$ cat config.mk
export PLATFORM = sky130hd
export DESIGN_NAME = stopwatch_counter
export DESIGN_NICKNAME = d
export VERILOG_FILES = /design/src/rtl/stopwatch_pkg.sv /design/src/rtl/bcd_digit.sv /design/src/rtl/stopwatch_counter.sv
export SDC_FILE = /design/constraint.sdc
export NUM_CORES = 1
export LEC_CHECK = 0
export BUFFER_PORTS_ARGS = -buffer_cell sky130_fd_sc_hd__buf_2
export CORE_MARGIN = 4
export CORE_UTILIZATION = 51
export CTS_CLUSTER_DIAMETER = 40
export DETAILED_ROUTE_END_ITERATION = 16
export HOLD_SLACK_MARGIN = 0.15
export PLACE_DENSITY = 0.75
export REMOVE_ABC_BUFFERS = 1
export SLEW_MARGIN = 15
export SYNTH_ARGS = -nofsm -noshare
export SYNTH_HDL_FRONTEND = slang
export SYNTH_SLANG_ARGS = --single-unit
$ cat constraint.sdc
create_clock -name clk -period 1.8 [get_ports clk]
set_input_delay 0.36 -clock clk [delete_from_list [all_inputs] [get_ports clk]]
set_output_delay 0.36 -clock clk [all_outputs]
set_load 0.03 [all_outputs]
$ cat src/rtl/stopwatch_pkg.sv
// Shared encodings and limits for the BCD stopwatch.
// Latency: n/a (constants only). Backpressure: n/a.
package stopwatch_pkg;

  typedef enum logic [1:0] {
    ST_RUN     = 2'd0,
    ST_PAUSE   = 2'd1,
    ST_ADJ     = 2'd2,
    ST_EXPIRED = 2'd3
  } state_t;

  localparam int DIGIT_W = 4;

  localparam logic [DIGIT_W-1:0] SEC_TENS_MAX = 4'd5;
  localparam logic [DIGIT_W-1:0] SEC_ONES_MAX = 4'd9;

endpackage

$ cat src/rtl/bcd_digit.sv
// Single mod-(max_val+1) BCD digit with increment/decrement enables and carry/borrow out.
// Latency: 1 cycle from enable to digit update. Backpressure: none, enables act immediately.
module bcd_digit
  import stopwatch_pkg::*;
(
  input  logic               clk,
  input  logic               rst,
  input  logic               inc,
  input  logic               dec,
  input  logic [DIGIT_W-1:0] max_val,
  output logic [DIGIT_W-1:0] q,
  output logic               carry,
  output logic               borrow
);

  assign carry  = inc && (q == max_val);
  assign borrow = dec && (q == '0);

  always_ff @(posedge clk or posedge rst) begin
    if (rst) begin
      q <= '0;
    end else if (inc) begin
      q <= carry ? '0 : q + DIGIT_W'(1);
    end else if (dec) begin
      q <= borrow ? max_val : q - DIGIT_W'(1);
    end
  end

endmodule

$ cat src/rtl/stopwatch_counter.sv
// MM:SS BCD stopwatch with run/pause/adjust FSM; STOPWATCH_COUNTDOWN_EN adds down count and expiry.
// Latency: digits, wrap and expired update 1 cycle after the sampled tick; state changes 1 edge after cause.
// Backpressure: none; tick enables not used by the current state are dropped.
module stopwatch_counter
  import stopwatch_pkg::*;
#(
  parameter int MIN_MAX      = 99,
  parameter bit START_PAUSED = 1'b0
) (
  input  logic               clk,
  input  logic               rst,
  input  logic               tick_1hz,
  input  logic               tick_2hz,
  input  logic               pause_tgl,
  input  logic               adj,
  input  logic               sel,
  input  logic               dir,
  output logic [DIGIT_W-1:0] min_tens,
  output logic [DIGIT_W-1:0] min_ones,
  output logic [DIGIT_W-1:0] sec_tens,
  output logic [DIGIT_W-1:0] sec_ones,
  output logic [1:0]         state,
  output logic               wrap,
  output logic               expired
);

  localparam logic [DIGIT_W-1:0] MIN_TENS_MAX = DIGIT_W'(MIN_MAX / 10);
  localparam logic [DIGIT_W-1:0] MIN_ONES_MAX = DIGIT_W'(MIN_MAX % 10);
  localparam logic [DIGIT_W-1:0] DEC_MAX      = 4'd9;
  localparam state_t             RST_STATE    = START_PAUSED ? ST_PAUSE : ST_RUN;

  state_t state_q, state_d;
  logic   run_flag_q;
  logic   wrap_q;
  logic   down;
  logic   at_low, at_zero;
  logic   count_up, count_dn, adj_sec, adj_min;
  logic   so_c, so_b, st_c, st_b, mo_c, mo_b, mt_c, mt_b;
  logic [DIGIT_W-1:0] min_ones_max;

`ifdef STOPWATCH_COUNTDOWN_EN
  logic expired_q;

  assign down = dir;

  always_ff @(posedge clk or posedge rst) begin
    if (rst) expired_q <= 1'b0;
    else     expired_q <= (state_d == ST_EXPIRED);
  end

  assign expired = expired_q;
`else
  logic unused_dir;

  assign unused_dir = dir;
  assign down       = 1'b0;
  assign expired    = 1'b0;
`endif

  assign at_low  = (min_tens == '0) && (min_ones == '0) && (sec_tens == '0) &&
                   (sec_ones <= DIGIT_W'(1));
  assign at_zero = at_low && (sec_ones == '0);

  assign count_up = (state_q == ST_RUN) && tick_1hz && !down;
  assign count_dn = (state_q == ST_RUN) && tick_1hz && down && !at_zero;
  assign adj_sec  = (state_q == ST_ADJ) && tick_2hz && sel;
  assign adj_min  = (state_q == ST_ADJ) && tick_2hz && !sel;

  // Minutes ones wraps early only in the top decade; a borrow always reloads 9.
  assign min_ones_max = (count_dn || (min_tens != MIN_TENS_MAX)) ? DEC_MAX : MIN_ONES_MAX;

  bcd_digit u_sec_ones (
    .clk(clk), .rst(rst), .inc(count_up || adj_sec), .dec(count_dn),
    .max_val(SEC_ONES_MAX), .q(sec_ones), .carry(so_c), .borrow(so_b)
  );

  bcd_digit u_sec_tens (
    .clk(clk), .rst(rst), .inc(so_c), .dec(so_b),
    .max_val(SEC_TENS_MAX), .q(sec_tens), .carry(st_c), .borrow(st_b)
  );

  bcd_digit u_min_ones (
    .clk(clk), .rst(rst), .inc((st_c && count_up) || adj_min), .dec(st_b),
    .max_val(min_ones_max), .q(min_ones), .carry(mo_c), .borrow(mo_b)
  );

  bcd_digit u_min_tens (
    .clk(clk), .rst(rst), .inc(mo_c), .dec(mo_b),
    .max_val(MIN_TENS_MAX), .q(min_tens), .carry(mt_c), .borrow(mt_b)
  );

  // Down count stops at 00:00, so the minutes tens never borrows.
  logic unused_mt_b;
  assign unused_mt_b = mt_b;

  always_comb begin
    state_d = state_q;
    if (adj) begin
      state_d = ST_ADJ;
    end else begin
      case (state_q)
        ST_ADJ:     state_d = run_flag_q ? ST_RUN : ST_PAUSE;
        ST_RUN: begin
          if (!run_flag_q)                   state_d = ST_PAUSE;
          else if (down && tick_1hz && at_low) state_d = ST_EXPIRED;
        end
        ST_PAUSE:   if (run_flag_q) state_d = ST_RUN;
        ST_EXPIRED: if (!down) state_d = run_flag_q ? ST_RUN : ST_PAUSE;
        default:    state_d = state_q;
      endcase
    end
  end

  always_ff @(posedge clk or posedge rst) begin
    if (rst) begin
      state_q    <= RST_STATE;
      run_flag_q <= ~START_PAUSED;
      wrap_q     <= 1'b0;
    end else begin
      state_q    <= state_d;
      run_flag_q <= run_flag_q ^ pause_tgl;
      wrap_q     <= mt_c && count_up;
    end
  end

  assign state = state_q;
  assign wrap  = wrap_q;

endmodule

==> results of run 1 <==
==> flip-flops by register name (all words and copies together) (netlist names) <==
name and count:
state 2, u_min_tens.q 4, u_sec_ones.q 4, run_flag_q 1
u_min_ones.q 4, u_sec_tens.q 4, wrap 1
==> routing by layer <==
metal  up-vias  global-route usage
met5         -                   0
met4         0              0.0596
met3         2              0.0388
met2        21               0.323
met1       422               0.197
li1        438                   -
==> synth_stat cells (2+ instances only) <==
library cell,instances
a21o_1,3
and3b_1,3
clkbuf_1,2
dfrtp_1,19
ha_1,8
inv_1,8
mux2_1,2
mux2_2,2
nand2_1,7
nand2b_1,3
nand3_1,6
nor2_1,8
nor3_1,2
o21ai_0,4
o21ai_1,5
o31ai_1,5
o41ai_2,2
==> critical path, cell delays in order (launching register included) <==
cell     delay, ps
dfrtp_1        390
inv_1           70
ha_1           150
and3b_2        190
a31oi_1        100
buf_4          150
or4b_1         490
nand3_1         90
==> repair_timing <==
action / CTS / global route
gates resized for setup: 0 / 4
buffers inserted: 0 / 1
endpoints found under the hold margin: 19 / 0
endpoints found under the setup margin: 0 / 3
hold buffers: 1 / 0
==> report_power, final <==
part,internal (W),switching (W)
logic,0.000439,0.000701
clock network,0.000123,0.000133
registers,0.000628,0.000190
total,0.00119,0.00102
==> area by class of cell <==
| class | count | area, um^2 | area share |
|---|---|---|---|
| tap | 27 | 33.8 | 0.0251 |
| timing repair buffer | 36 | 210 | 0.156 |
| multi-input combinational | 72 | 533 | 0.396 |
| sequential | 20 | 502 | 0.373 |
| inverter | 8 | 30.0 | 0.0223 |
| clock buffer | 4 | 36.3 | 0.0270 |
==> logic make-up after synthesis <==
group | count (synthesis) | synth area share
adder cells (fa/ha/maj) | 8 | 0.0936
XOR/XNOR | 1 | 0.00819
other | 1 | 0.00351
AO/OA/AOI/OAI | 23 | 0.158
flip-flops | 20 | 0.469
multiplexers | 4 | 0.0421
buffers and inverters | 12 | 0.0468
AND/OR/NAND/NOR | 35 | 0.179
==> placed cells by master, fill, tap and decap left out, types with 2 or more instances in the layout <==
master	n
a21o_1	3
and3b_1	2
and3b_2	2
buf_2	25
buf_4	10
clkbuf_4	3
dfrtp_1	19
ha_1	8
inv_1	8
mux2_1	2
mux2_2	2
nand2_1	7
nand2b_1	2
nand3_1	6
nor2_1	8
nor3_1	2
o21ai_0	4
o21ai_1	5
o31ai_1	5
o41ai_2	2
==> per-stage QoR <==
| step | setup TNS [ps] | cells | power [W] | utilization | setup WS, ps |
|---|---|---|---|---|---|
| finish | 0 | 167 | 0.00221 | 0.679 | 105 |
| global placement | 0 | 161 | 0.00189 | 0.644 | 119 |
| CTS | 0 | 166 | 0.00222 | 0.667 | 49.6 |
| detailed placement | 0 | 161 | 0.00195 | 0.644 | 74.3 |
| floorplan | -2180 | 100 | 0.00154 | - | -498 |
| global route | -0.415 | 167 | 0.00239 | 0.679 | -0.415 |
==> final timing paths <==
path	from	endpoint	slack, ps	depth (start not counted)
setup reg to reg	u_sec_tens.q[1]	u_min_ones.q[3]	110	7
hold reg to reg	run_flag_q	state[0]	510	1
min in group asynchronous	rst	u_min_ones.q[3]	620	4
hold / removal	adj	state[1]	180	1
setup / recovery	u_sec_tens.q[1]	u_min_ones.q[3]	110	7
max in group asynchronous	rst	run_flag_q	910	4
==> results.json, run 1 <==
{
  "synth_area_per_cell_um2": 10.3,
  "hpwl_um": 1720,
  "grt_max_degree": 21,
  "grt_pass1_wl_um": 3750,
  "route.detailed.drc": 0,
  "finalClockSkew_ps": 2.65,
  "crit_arrival_ps": 1930,
  "slew_viol_final": 0,
  "path_clk_slew_ps": 110,
  "num_vias": 883,
  "startpoint_type": "flip-flop",
  "coreArea_mm2": 0.00198,
  "critical_path_class": "flip-flop to flip-flop",
  "p_leak_nw": 0.681,
  "drt_iter0_drc": 11,
  "required_ps": 2040,
  "synth_edf_count": 0,
  "top_layer": "met4",
  "synth_area_mm2": 0.00107,
  "cts-htree-levels": 1,
  "hold_class": "input pin to flip-flop",
  "start_util": 0.540,
  "route.met2.wl_um": 1200,
  "fillCellCount": 159,
  "synth_ff_type": "dfrtp_1",
  "wl_met3_um": 102,
  "final_area_mm2": 0.00135,
  "yosysTopAreaCell": "dfrtp_1",
  "clk_path_buf_depth": 2,
  "rows": 16,
  "layout.nets": 157,
  "wirelength_um": 2270,
  "viasPerCell": 5.29,
  "gr-usage-all-layers": 0.176,
  "root_buffer": "clkbuf_4",
  "ys_types": 32,
  "synth_seq_cells": 20,
  "wl_per_cell_um": 13.6,
  "die_width_um": 53.8,
  "grt_pass1_vias": 899,
  "ys_async_sr_fraction": 1.00,
  "synth_top_cells_by_area": "dfrtp_1 44%, ha_1 9.4%, o31ai_1 3.5%",
  "io_buffers": 25,
  "clkLatencyLatePin_ps": 290,
  "route.layer.met1.wl_um": 950,
  "final_hold_viol_count": 0,
  "synth_cells": 104,
  "ys_seq_area_frac": 0.469,
  "layout-drive-gt1-share": 0.350,
  "status": "finished clean",
  "post_dp_cell_area_mm2": 0.00128,
  "timing.hold.ws_ps": 181,
  "drv_cap": 0,
  "die_y_um": 53.8,
  "max_freq_mhz": 590,
  "area.growth.synth_to_final_pct": 25.7,
  "cts_tree": "built",
  "fin_crit_sh": 0.942,
  "numCtsBuffers": 3,
  "fin_crit_ps": 1690,
  "setup_viol": 0,
  "die_area_mm2": 0.00289,
  "num_io_pins": 28,
  "overflow": 0,
  "yosysWarnings": 0,
  "first_pass_iters": 4,
  "antennaDiodeCount": 0,
  "cp_max_fo": 2,
  "cp-end-kind": "flip-flop",
  "ant_nets": 0,
  "peakVddDrop_mv": 0.947,
  "place_congestion": 0.800,
  "power.density_mw_per_mm2": 1650,
  "synthDominantCellAreaShare": 0.444,
  "antenna_found_initial": 0,
  "numClockSinks": 20
}
No activity file was read; power rests on OpenSTA's default activity.
==> run 2, diff against run 1 <==
--- a/config.mk
+++ b/config.mk
@@ -5,13 +5,14 @@
 export SDC_FILE = /design/constraint.sdc
 export NUM_CORES = 1
 export LEC_CHECK = 0
+export ABC_AREA = 1
 export BUFFER_PORTS_ARGS = -buffer_cell sky130_fd_sc_hd__buf_2
 export CORE_MARGIN = 4
-export CORE_UTILIZATION = 51
+export CORE_UTILIZATION = 52
 export CTS_CLUSTER_DIAMETER = 40
 export DETAILED_ROUTE_END_ITERATION = 16
 export HOLD_SLACK_MARGIN = 0.15
-export PLACE_DENSITY = 0.75
+export PLACE_DENSITY = 0.76
 export REMOVE_ABC_BUFFERS = 1
 export SLEW_MARGIN = 15
 export SYNTH_ARGS = -nofsm -noshare
==> results.json, run 2 <==
{
  "startpoint_type": "flip-flop",
  "synth_ff_type": "dfrtp_1",
  "hpwl_um": 1600,
  "wl_per_cell_um": 12.2,
  "fin_crit_ps": 1540,
  "ys_async_sr_fraction": 1.00,
  "yosysWarnings": 0,
  "layout_common_cells": "25 x buf_2, 20 x inv_1, 19 x dfrtp_1",
  "root_buffer": "clkbuf_4",
  "synth_top_cells_by_area": "dfrtp_1 42%, ha_1 8.9%, inv_1 6.7%",
  "power.density_mw_per_mm2": 1360,
  "grt_pass1_wl_um": 3680,
  "status": "finished clean",
  "cp_max_fo": 8,
  "synthDominantCellAreaShare": 0.422,
  "fin_util": 0.651,
  "start_util": 0.562,
  "clk_path_buf_depth": 2,
  "fin_crit_sh": 0.855,
  "tns_ps": 0,
  "gr-usage-all-layers": 0.177,
  "required_ps": 2020,
  "yosysMostFrequentCell": "inv_1",
  "io_buffers": 25,
  "cts-htree-levels": 1,
  "numClockSinks": 20,
  "ys_seq_area_frac": 0.446,
  "reg2reg_setup_slack_ps": 260,
  "peakVddDrop_mv": 0.808,
  "antennaDiodeCount": 0,
  "r2r-start": "u_sec_ones.q[1]",
  "ant_nets": 0,
  "coreArea_mm2": 0.00200,
  "layout-drive-gt1-share": 0.273,
  "rows": 16,
  "route.detailed.drc": 0,
  "grt_pass1_vias": 836,
  "die_width_um": 54.5,
  "num_vias": 881,
  "setup_viol": 0,
  "area.growth.synth_to_final_pct": 15.7,
  "grt_max_degree": 21,
  "die_area_mm2": 0.00297,
  "antenna_found_initial": 0,
  "post-place-ws_ps": 287,
  "first_pass_iters": 4,
  "ctsResizeCount": 0,
  "synth_cells": 122,
  "clkLatencyLatePin_ps": 310,
  "layout_commonest_cell": "buf_2",
  "grt_setup_unrepaired": "false",
  "synthTopCellsByCount": "20 x inv_1, 19 x dfrtp_1, 17 x nand2_1",
  "path_clk_slew_ps": 120,
  "viasPerCell": 4.98,
  "die_y_um": 54.5,
  "wirelength_um": 2170,
  "critical_path_class": "flip-flop to flip-flop",
  "slew_viol_final": 0,
  "ys_types": 28,
  "numCtsBuffers": 3,
  "rr_worst_depth": 8,
  "p_leak_nw": 0.723,
  "cts_tree": "built",
  "drt_iter0_drc": 14,
  "r2r-end": "u_sec_tens.q[0]",
  "drv_cap": 0,
  "overflow": 0,
  "hold_class": "input pin to flip-flop",
  "setup_slack_ps": 262,
  "hold-path-cell-count": 1,
  "synth_edf_count": 0,
  "layout.nets": 167,
  "cp-end-kind": "flip-flop",
  "hold_path_end": "state[1]",
  "max_freq_mhz": 650,
  "final_hold_viol_count": 0,
  "hp-start": "adj",
  "num_io_pins": 28,
  "yosysTopAreaCell": "dfrtp_1",
  "synth_area_per_cell_um2": 9.23,
  "place_congestion": 0.701,
  "finalClockSkew_ps": 3.62,
  "crit_arrival_ps": 1760,
  "synth_seq_cells": 20,
  "synth_area_mm2": 0.00113
}
## run 2: cell type report
type                    count  area [um^2]
fillers                   178          699
multi-input cells          77          515
flip-flops and latches     20          502
repair buffers             27          143
inverters                  22         82.6
well taps                  27         33.8
clock buffers               4         26.3
## run 2: worst max-delay path by stage
stage / start / to / slack [ps] / cells past startpoint
floorplan: u_sec_ones.q[0] / u_sec_tens.q[0] / 250 / 7
global placement: u_sec_ones.q[1] / u_sec_tens.q[0] / 300 / 8
detailed placement: u_sec_ones.q[1] / u_sec_tens.q[0] / 290 / 8
CTS: u_sec_ones.q[1] / u_sec_tens.q[3] / 250 / 6
global route: u_sec_tens.q[0] / u_min_tens.q[1] / 110 / 8
finish: u_sec_ones.q[1] / u_sec_tens.q[0] / 260 / 8
## run 2: cell families (layout without fill, tap and decap cells)
kind of cell / Yosys count / after routing / share of synthesized area
simple gates: 46 / 46 / 0.229
buf+inv: 25 / 53 / 0.0967
flops: 20 / 20 / 0.446
compound gates: 15 / 15 / 0.0822
fa+ha+maj: 8 / 8 / 0.0889
xor+xnor: 7 / 7 / 0.0544
other cells: 1 / 1 / 0.00333
## run 2: per-layer routing
layer,up-vias,wire length (um),global-route usage
met5,-,0,0
met4,0,40,0.0747
met3,5,98,0.0327
met2,19,1060,0.303
met1,410,966,0.215
li1,447,-,-
## run 2: where the power goes
part	internal (W)	total [W]	switching [W]
combinational	0.000260	0.000793	0.000533
sequential	0.000591	0.000747	0.000155
clock	0.0000868	0.000236	0.000150
## run 2: stage by stage
| step | hold slack (ps) | std cells | instance area [um^2] | power [W] |
|---|---|---|---|---|
| 3_3_place_gp | 395 | 172 | 1270 | 0.00152 |
| 3_5_place_dp | 402 | 172 | 1270 | 0.00156 |
| 4_1_cts | 161 | 177 | 1300 | 0.00179 |
| 2_1_floorplan | 323 | 119 | 1100 | 0.00132 |
| 5_1_grt | 159 | 177 | 1300 | 0.00192 |
| 6_report | 160 | 177 | 1300 | 0.00178 |
## run 2: worst max-delay path: stages (launching register included)
cell,delay (ps)
dfrtp_1,420
inv_1,80
ha_1,140
inv_1,40
nor2_2,190
nand2_1,220
inv_1,140
o21ai_0,90
o21a_1,110
## run 2: timing repair
| item | CTS | global route |
|---|---|---|
| setup buffers | 0 | 0 |
| hold buffers | 1 | 0 |
| hold endpoints to repair | 19 | 0 |
==> run 3, diff against run 2 <==
--- a/config.mk
+++ b/config.mk
@@ -5,14 +5,13 @@
 export SDC_FILE = /design/constraint.sdc
 export NUM_CORES = 1
 export LEC_CHECK = 0
-export ABC_AREA = 1
+export ABC_AREA = 0
 export BUFFER_PORTS_ARGS = -buffer_cell sky130_fd_sc_hd__buf_2
-export CORE_MARGIN = 4
-export CORE_UTILIZATION = 52
+export CORE_UTILIZATION = 51
 export CTS_CLUSTER_DIAMETER = 40
 export DETAILED_ROUTE_END_ITERATION = 16
 export HOLD_SLACK_MARGIN = 0.15
-export PLACE_DENSITY = 0.76
+export PLACE_DENSITY = 0.75
 export REMOVE_ABC_BUFFERS = 1
 export SLEW_MARGIN = 15
 export SYNTH_ARGS = -nofsm -noshare
==> results.json, run 3 (synthesis results as in run 1) <==
{
  "area.growth.synth_to_final_pct": 25.7,
  "rr_worst_depth": 7,
  "gr-usage-all-layers": 0.196,
  "postCtsSetupBuffers": 0,
  "crit_end": "u_min_ones.q[3]",
  "first_pass_iters": 4,
  "power.total_w": 0.00223,
  "cp-end-kind": "flip-flop",
  "grt_pass1_vias": 732,
  "critical_path_class": "flip-flop to flip-flop",
  "grt_max_degree": 21,
  "grt_setup_unrepaired": "true",
  "num_io_pins": 28,
  "cts-htree-levels": 1,
  "p_leak_nw": 0.680,
  "clkLatencyLatePin_ps": 310,
  "rows": 16,
  "crit_buf_inv": 2,
  "hold_class": "input pin to flip-flop",
  "clkPwrFrac": 0.121,
  "intPower_w": 0.00120,
  "swShare": 0.463,
  "cpLargestDelayFamily": "simple AND/OR/NAND/NOR gates",
  "root_buffer": "clkbuf_4",
  "coreArea_mm2": 0.00196,
  "start_util": 0.545,
  "setup_slack_ps": 82.8,
  "overflow": 0,
  "antenna_found_initial": 0,
  "power.density_mw_per_mm2": 1650,
  "num_vias": 879,
  "die_y_um": 47.8,
  "ant_nets": 0,
  "required_ps": 2050,
  "seqPwrFrac": 0.362,
  "layout_common_cells": "25 x buf_2, 19 x dfrtp_1, 10 x buf_4",
  "setup_viol": 0,
  "r2r-end": "u_min_ones.q[3]",
  "fin_crit_ps": 1720,
  "r2r-start": "u_sec_tens.q[1]",
  "cts_tree": "built",
  "path_clk_slew_ps": 120,
  "cp_cell_sequence": "inv_1 -> ha_1 -> and3b_2 -> a31oi_2 -> buf_4 -> or4b_1 -> nand3_1",
  "max_freq_mhz": 582,
  "hpwl_um": 1590,
  "viasPerCell": 5.26,
  "power_switching_w": 0.00103,
  "status": "finished clean",
  "timing.hold.ws_ps": 162,
  "drv_cap": 0,
  "tns_ps": 0,
  "die_area_mm2": 0.00228,
  "grt_pass1_wl_um": 3110,
  "place_congestion": 0.712,
  "numCtsBuffers": 3,
  "antennaDiodeCount": 0,
  "finalClockSkew_ps": 5.18,
  "crit_arrival_ps": 1970,
  "drt_iter0_drc": 10,
  "route.detailed.drc": 0,
  "critPathSlowestCell": "or4b_1",
  "wirelength_um": 2110,
  "layout.nets": 157,
  "wl_per_cell_um": 12.6,
  "clk_path_buf_depth": 2,
  "slew_viol_final": 0,
  "reg2reg_setup_slack_ps": 80,
  "worst_path_largest_cell_delay_ps": 490,
  "cp.depth": 7,
  "layout_commonest_cell": "buf_2",
  "pwr-share-comb": 0.517,
  "final_hold_viol_count": 0,
  "numClockSinks": 20,
  "startpoint": "u_sec_tens.q[1]",
  "die_width_um": 47.8,
  "fin_crit_sh": 0.954,
  "layout-drive-gt1-share": 0.350,
  "peakVddDrop_mv": 0.969,
  "startpoint_type": "flip-flop",
  "post-place-ws_ps": 84.2,
  "io_buffers": 25,
  "cp_max_fo": 3
}
run 3: cell types whose count changed in the layout (fill, tap and decap cells not counted), moves of 3 or more:
cell	before	now
xor2_1	6	1
a21o_1	0	3
buf_4	1	10
nand4_1	6	0
inv_1	20	8
nand2_1	17	7
o21ai_1	0	5
o21ai_0	7	4
nor2_1	3	8
run 3: per-stage QoR:
step	cells	instance area [um^2]	utilization
6_report	167	1350	0.686
5_1_grt	167	1350	0.686
4_1_cts	167	1330	0.678
3_5_place_dp	162	1280	0.654
3_3_place_gp	162	1280	0.654
2_1_floorplan	100	1050	-
run 3: worst min path at each step:
stage	startpoint	end	depth (start not counted)
after floorplan	rst	state[0]	1
after global placement	rst	u_min_ones.q[3]	3
after detailed placement	rst	u_min_ones.q[3]	3
after CTS	adj	state[1]	1
after global routing	adj	state[1]	1
final	adj	state[1]	1
run 3: metal layers:
metal | GRT usage | routed length [um]
met4 | 0.0833 | 28
met1 | 0.254 | 941
met2 | 0.327 | 1070
met5 | 0 | 0
met3 | 0.0264 | 70
run 3: cell type report:
type,instances,area [um^2]
fill,169,617
inverter,8,30.0
clock buffer,4,36.3
tap,27,33.8
timing repair buffer,36,210
multi-input combinational,72,533
sequential,20,502
run 3: timing repair:
action | 4_1_cts | 5_1_grt
endpoints found under the setup margin | 0 | 3
hold buffers | 1 | 0
gates resized for setup | 0 | 4
endpoints found under the hold margin | 19 | 0
run 3: worst reg2reg max path, delay by kind of cell, from the launching register on:
kind,cells,cell delay [ps]
compound gates,1,100
fa+ha+maj,1,150
buf+inv,2,210
flops,1,390
simple gates,3,810
run 3: power groups by stage:
stage | clock network, W | logic [W] | registers, W
5_1_grt | 0.000285 | 0.00128 | 0.000837
6_report | 0.000269 | 0.00115 | 0.000806
2_1_floorplan | 0 | 0.000401 | 0.00114
3_5_place_dp | 0 | 0.00115 | 0.000813
3_3_place_gp | 0 | 0.00111 | 0.000795
4_1_cts | 0.000272 | 0.00116 | 0.000804
